File: config.mk
export PLATFORM = sky130hd
export DESIGN_NAME = uart_tx_buffered
export DESIGN_NICKNAME = d
export VERILOG_FILES = /design/src/rtl/uart_pkg.sv /design/src/rtl/sync_fifo.sv /design/src/rtl/uart_tx_buffered.sv
export SDC_FILE = /design/constraint.sdc
export NUM_CORES = 1
export LEC_CHECK = 0
export ABC_AREA = 1
export ABC_CLOCK_PERIOD_IN_PS = 4350
export CORE_AREA = 10 10 133 135
export CTS_CLUSTER_SIZE = 12
export DETAILED_ROUTE_END_ITERATION = 8
export DIE_AREA = 0 0 143 145
export DONT_BUFFER_PORTS = 1
export GPL_TIMING_DRIVEN = 1
export PLACE_DENSITY = 0.44
export SLEW_MARGIN = 20
export SYNTH_ARGS = -nofsm -noshare
export SYNTH_HDL_FRONTEND = slang
export SYNTH_SLANG_ARGS = --single-unit
File: constraint.sdc
create_clock -name CLK -period 4.35 [get_ports CLK]
set_input_delay 1.305 -clock CLK [delete_from_list [all_inputs] [get_ports CLK]]
set_output_delay 1.305 -clock CLK [all_outputs]
set_load 0.02 [all_outputs]
File: src/rtl/uart_pkg.sv
// rtl/uart_pkg.sv - shared UART types, frame constants and width helper
package uart_pkg;

  typedef enum logic {
    TX_IDLE  = 1'b0,
    TX_SHIFT = 1'b1
  } tx_state_t;

  // start + 8 data + stop
  localparam int FRAME_BITS = 10;

  function automatic int clog2(input int value);
    int result;
    int v;
    result = 0;
    v = value - 1;
    while (v > 0) begin
      result = result + 1;
      v = v >> 1;
    end
    return result;
  endfunction

endpackage

File: src/rtl/sync_fifo.sv
// rtl/sync_fifo.sv - single-clock FIFO with flush; occupancy-based full/empty
module sync_fifo
  import uart_pkg::*;
#(
  parameter int WIDTH = 8,
  parameter int DEPTH = 8
) (
  input  logic                   CLK,
  input  logic                   reset,
  input  logic                   push,
  input  logic [WIDTH-1:0]       push_data,
  input  logic                   pop,
  output logic [WIDTH-1:0]       pop_data,
  input  logic                   flush,
  output logic                   full,
  output logic                   empty,
  output logic [clog2(DEPTH):0]  count
);

  localparam int AW = clog2(DEPTH);
  localparam int CW = AW + 1;
  localparam logic [CW-1:0] FULL_COUNT = CW'(DEPTH);

  if ((DEPTH < 2) || ((DEPTH & (DEPTH - 1)) != 0)) begin : g_depth_check
    $error("sync_fifo DEPTH must be a power of 2 and at least 2");
  end

  logic [WIDTH-1:0] mem [DEPTH];
  logic [AW-1:0]    wr_ptr;
  logic [AW-1:0]    rd_ptr;
  logic             do_push;
  logic             do_pop;

  assign full     = (count == FULL_COUNT);
  assign empty    = (count == '0);
  assign do_push  = push && !full;
  assign do_pop   = pop && !empty;
  assign pop_data = mem[rd_ptr];

  always_ff @(posedge CLK) begin
    if (do_push && !flush) begin
      mem[wr_ptr] <= push_data;
    end
  end

  // Pointers wrap naturally; occupancy alone decides full and empty.
  always_ff @(posedge CLK or negedge reset) begin
    if (!reset) begin
      wr_ptr <= '0;
      rd_ptr <= '0;
      count  <= '0;
    end else if (flush) begin
      wr_ptr <= '0;
      rd_ptr <= '0;
      count  <= '0;
    end else begin
      if (do_push) begin
        wr_ptr <= wr_ptr + 1'b1;
      end
      if (do_pop) begin
        rd_ptr <= rd_ptr + 1'b1;
      end
      case ({do_push, do_pop})
        2'b10:   count <= count + 1'b1;
        2'b01:   count <= count - 1'b1;
        default: count <= count;
      endcase
    end
  end

endmodule

File: src/rtl/uart_tx_buffered.sv
// rtl/uart_tx_buffered.sv - buffered 8N1 UART transmitter fed by the datapath store port
module uart_tx_buffered
  import uart_pkg::*;
#(
  parameter int CLOCK_FREQ = 50_000_000,
  parameter int BAUD_RATE  = 115_200,
  parameter int FIFO_DEPTH = 8
) (
  input  logic                        CLK,
  input  logic                        reset,
  input  logic [7:0]                  DataIn,
  input  logic                        DataInValid,
  output logic                        DataInReady,
  input  logic                        Flush,
  output logic                        SOut,
  output logic                        TxBusy,
  output logic [clog2(FIFO_DEPTH):0]  TxCount
);

  localparam int CYCLES_PER_BIT = CLOCK_FREQ / BAUD_RATE;
  localparam int BAUD_W         = clog2(CYCLES_PER_BIT);
  localparam logic [BAUD_W-1:0] BAUD_LAST = BAUD_W'(CYCLES_PER_BIT - 1);
  localparam logic [3:0]        LAST_BIT  = 4'(FRAME_BITS - 1);

  if (CYCLES_PER_BIT < 2) begin : g_baud_check
    $error("uart_tx_buffered needs CLOCK_FREQ / BAUD_RATE >= 2");
  end

  tx_state_t               state_q;
  tx_state_t               state_d;
  logic [FRAME_BITS-1:0]   shift_q;
  logic [BAUD_W-1:0]       baud_q;
  logic [3:0]              bit_q;
  logic                    pop;
  logic [7:0]              fifo_data;
  logic                    fifo_full;
  logic                    fifo_empty;

  sync_fifo #(
    .WIDTH (8),
    .DEPTH (FIFO_DEPTH)
  ) u_fifo (
    .CLK       (CLK),
    .reset     (reset),
    .push      (DataInValid),
    .push_data (DataIn),
    .pop       (pop),
    .pop_data  (fifo_data),
    .flush     (Flush),
    .full      (fifo_full),
    .empty     (fifo_empty),
    .count     (TxCount)
  );

  always_comb begin
    state_d = state_q;
    pop     = 1'b0;
    case (state_q)
      TX_IDLE: begin
        if (!fifo_empty && !Flush) begin
          pop     = 1'b1;
          state_d = TX_SHIFT;
        end
      end
      TX_SHIFT: begin
        if ((baud_q == BAUD_LAST) && (bit_q == LAST_BIT)) begin
          state_d = TX_IDLE;
        end
      end
      default: state_d = TX_IDLE;
    endcase
  end

  always_ff @(posedge CLK or negedge reset) begin
    if (!reset) begin
      state_q <= TX_IDLE;
      shift_q <= '1;
      baud_q  <= '0;
      bit_q   <= '0;
    end else begin
      state_q <= state_d;
      if (pop) begin
        shift_q <= {1'b1, fifo_data, 1'b0};
        baud_q  <= '0;
        bit_q   <= '0;
      end else if (state_q == TX_SHIFT) begin
        if (baud_q == BAUD_LAST) begin
          baud_q  <= '0;
          bit_q   <= bit_q + 1'b1;
          shift_q <= {1'b1, shift_q[FRAME_BITS-1:1]};
        end else begin
          baud_q <= baud_q + 1'b1;
        end
      end
    end
  end

  // Line is driven from reset-cleared registers only, so reset forces idle-high at once.
  assign SOut        = (state_q == TX_SHIFT) ? shift_q[0] : 1'b1;
  assign DataInReady = !fifo_full;
  assign TxBusy      = (state_q == TX_SHIFT) || !fifo_empty;

endmodule

==> impl_metrics.env <==
export IMPL_status="finished clean"
export IMPL_synthesis_area_sq_um=4260
export IMPL_grt_pass1_vias=2737
export IMPL_yosys_area_top_type="edfxtp_1"
export IMPL_r2r_start="u_fifo.count[0]"
export IMPL_drtAntennaViolNets=0
export IMPL_netlist_instances=388
export IMPL_first_pass_iters=4
export IMPL_fin_nets=409
export IMPL_path_buf_inv=1
export IMPL_final_cell_mix="edfxtp_1 (64), nor2_1 (53), nand2_1 (46), o21ai_0 (44), inv_1 (32)"
export IMPL_final_common_cell="edfxtp_1"
export IMPL_fmax_ghz=0.357
export IMPL_holdWs_ns=0.497
export IMPL_grt_ovfl_total=0
export IMPL_syn_nets=408
export IMPL_num_antenna_cells=0
export IMPL_vias=2803
export IMPL_wl_per_cell_um=16.7
export IMPL_cts_hold_buffers=0
export IMPL_h_tree_depth=3
export IMPL_report_final_slew_viol_count=0
export IMPL_cpPeakStageDelay_ns=0.67
export IMPL_io_buffers=0
export IMPL_hp_class="reg2reg"
export IMPL_synthesis_area_per_instance_sq_um=11.0
export IMPL_rr_endpoint="u_fifo.mem[7][0]"
export IMPL_synth_top_family_by_area="simple AND/OR/NAND/NOR gates"
export IMPL_r2r_cells=6
export IMPL_hold_start="shift_q[1]"
export IMPL_cts_resized_gates=0
export IMPL_clock_sinks=97
export IMPL_rsz0062_at_grt="false"
export IMPL_cap_viol_max_count=0
export IMPL_min_to="shift_q[1]"
export IMPL_start_util=0.283
export IMPL_synth_cell_type_count=37
export IMPL_path_clk_slew_ns=0.07
export IMPL_crit_arrival_ns=1.50
export IMPL_synthSimpleGateAreaFrac=0.145
export IMPL_power_density_nw_per_um2=385
export IMPL_cp_cell_sequence="inv_1, nand3_1"
export IMPL_slowest_stage="dfrtp_1"
export IMPL_finalCritPeriodShare=0.644
export IMPL_synth_compound_area_frac=0.131
export IMPL_ir_drop_v=0.000265
export IMPL_r2r_slack_ns=1.99
export IMPL_die_h_um=145
export IMPL_worstPathMaxFanout=9
export IMPL_synth_xor_xnor_area_share=0.00617
export IMPL_cts_buffers=9
export IMPL_post_cts_buffers=0
export IMPL_endpoint_kind="output pin"
export IMPL_die_area_sq_um=20700
export IMPL_grt_usage=0.0981
export IMPL_totalWireLength_mm=9.75
export IMPL_layout_drive_gt1_share=0.112
export IMPL_initialDrtViolationCount=196
export IMPL_clk_latency_ns=0.36
export IMPL_coreArea_sq_um=15000
export IMPL_critPathKind="reg2out"
export IMPL_muxShareOfSynthArea=0
export IMPL_yosysSeqAreaShare=0.648
export IMPL_whs_path_depth=2
export IMPL_synth_adder_area_share=0.0235
export IMPL_cp_required_ns=3.04
export IMPL_gp_congestion=0.777
export IMPL_max_slew_margin=0.498
export IMPL_io_pins=19
export IMPL_tns_ns=0
export IMPL_cts_root_buf="clkbuf_16"
export IMPL_dp_hpwl_mm=6.75
export IMPL_cts_buffer_depth=2
export IMPL_yosysWarnings=0
export IMPL_area_growth_pct=11.1
export IMPL_p_leak_nw=1.83
export IMPL_tightest_slew_ns=0.751
export IMPL_grt_pass1_wl_mm=15.6
export IMPL_grt_max_degree=37
export IMPL_route_detailed_drc=0
export IMPL_cts_tree="built"
export IMPL_skew_ns=0.00836
export IMPL_via_per_inst=4.82
export IMPL_die_x_um=143
export IMPL_finalCriticalPeriod_ns=2.80
export IMPL_antenna_found_initial=0
export IMPL_start_kind="flip-flop"
export IMPL_final_setup_viol_count=0
export IMPL_crit_family="flip-flops"
export IMPL_synth_area_leaders="edfxtp_1 (45%), dfrtp_1 (14%), dfstp_2 (5.6%), o21ai_0 (5.2%), nor2_1 (4.7%)"
export IMPL_ys_ff_latch=97
export IMPL_placement_rows=45
export IMPL_final_core_util=0.315
export IMPL_hold_viol=0
export IMPL_synth_top_cell_area_share=0.451
-- worst register-to-register path, stage by stage (launching register included) --
cell and delay (ns):
dfrtp_1 0.57, nor2_2 0.12, nand3_2 0.17, nand2_2 0.12
nor2_1 0.20, nand2_1 0.20, nor2_1 0.62
-- power breakdown --
| part | internal [mW] | switching (mW) | leakage (nW) | total (mW) |
|---|---|---|---|---|
| Clock | 0.396 | 0.361 | 0.137 | 0.757 |
| Combinational | 0.0150 | 0.0335 | 0.718 | 0.0485 |
| Sequential | 1.00 | 0.0145 | 0.977 | 1.01 |
| Total | 1.41 | 0.409 | 1.83 | 1.82 |
-- through the flow --
stage / cells / area (sq um) / setup WS [ns] / total power, mW
6_report: 582 / 4730 / 1.55 / 1.82
5_1_grt: 582 / 4730 / 1.44 / 1.88
4_1_cts: 582 / 4730 / 1.51 / 1.84
3_5_place_dp: 566 / 4450 / 1.56 / 1.08
3_3_place_gp: 566 / 4450 / 1.59 / 1.08
2_1_floorplan: 388 / 4260 / 1.83 / 1.07
-- sequential cells by signal (all words and copies together) (netlist names) --
register	count
u_fifo.rd_ptr	3
state_q	1
u_fifo.wr_ptr	3
u_fifo.mem	64
shift_q	9
baud_q	9
u_fifo.count	4
bit_q	4
-- cell usage after synthesis --
master,number
nor2_1,53
a22oi_1,1
nand3_2,1
nand3_1,18
buf_4,1
xnor2_1,2
nand4_2,1
clkbuf_2,1
nand3b_1,2
inv_2,2
nor2_2,2
clkinv_4,1
o221ai_1,7
buf_2,6
a21oi_2,1
o21a_1,1
xor2_1,1
nand4_1,1
dfstp_2,9
clkbuf_1,4
edfxtp_1,64
nand2_1,46
o22ai_1,10
o21ai_1,3
a41oi_1,1
ha_1,8
o211ai_1,7
nand2_2,6
dfrtp_1,24
nand2_4,3
o21ai_0,44
nor2_8,1
inv_1,32
o31ai_1,1
clkinv_1,1
nor3_2,1
a21oi_1,21
-- logic make-up after synthesis --
group,count (synthesis)
AOI/OAI and AO/OA,97
DFF,97
xor gates and xnor gates,3
adders and majority gates,8
buffers and inverters,48
and+or+nand+nor,135
-- per-layer routing --
metal	global-route usage	vias to the layer above	wire length [um]
li1	-	1364	-
met1	0.130	1360	4600
met2	0.145	69	4450
met3	0.0313	10	551
met4	0.0372	0	149
met5	0	-	0
-- cell type report --
| cell class | count | area [sq um] |
|---|---|---|
| clock inverter | 6 | 50.0 |
| inverter | 36 | 140 |
| tap | 188 | 235 |
| timing repair buffer | 2 | 15.0 |
| clock buffer | 10 | 229 |
| fill | 1508 | 10300 |
| multi-input combinational | 243 | 1300 |
| sequential | 97 | 2760 |
-- worst max-delay path by stage --
stage | start | endpoint | slack (ns) | cells past startpoint
6_report | state_q | TxBusy | 1.55 | 2
2_1_floorplan | Flush | u_fifo.count[3] | 1.83 | 12
4_1_cts | state_q | TxBusy | 1.51 | 2
5_1_grt | state_q | TxBusy | 1.44 | 2
3_3_place_gp | DataInValid | u_fifo.mem[7][5] | 1.59 | 4
3_5_place_dp | DataInValid | u_fifo.mem[2][6] | 1.56 | 4
Power figures use the tool's default switching activity.
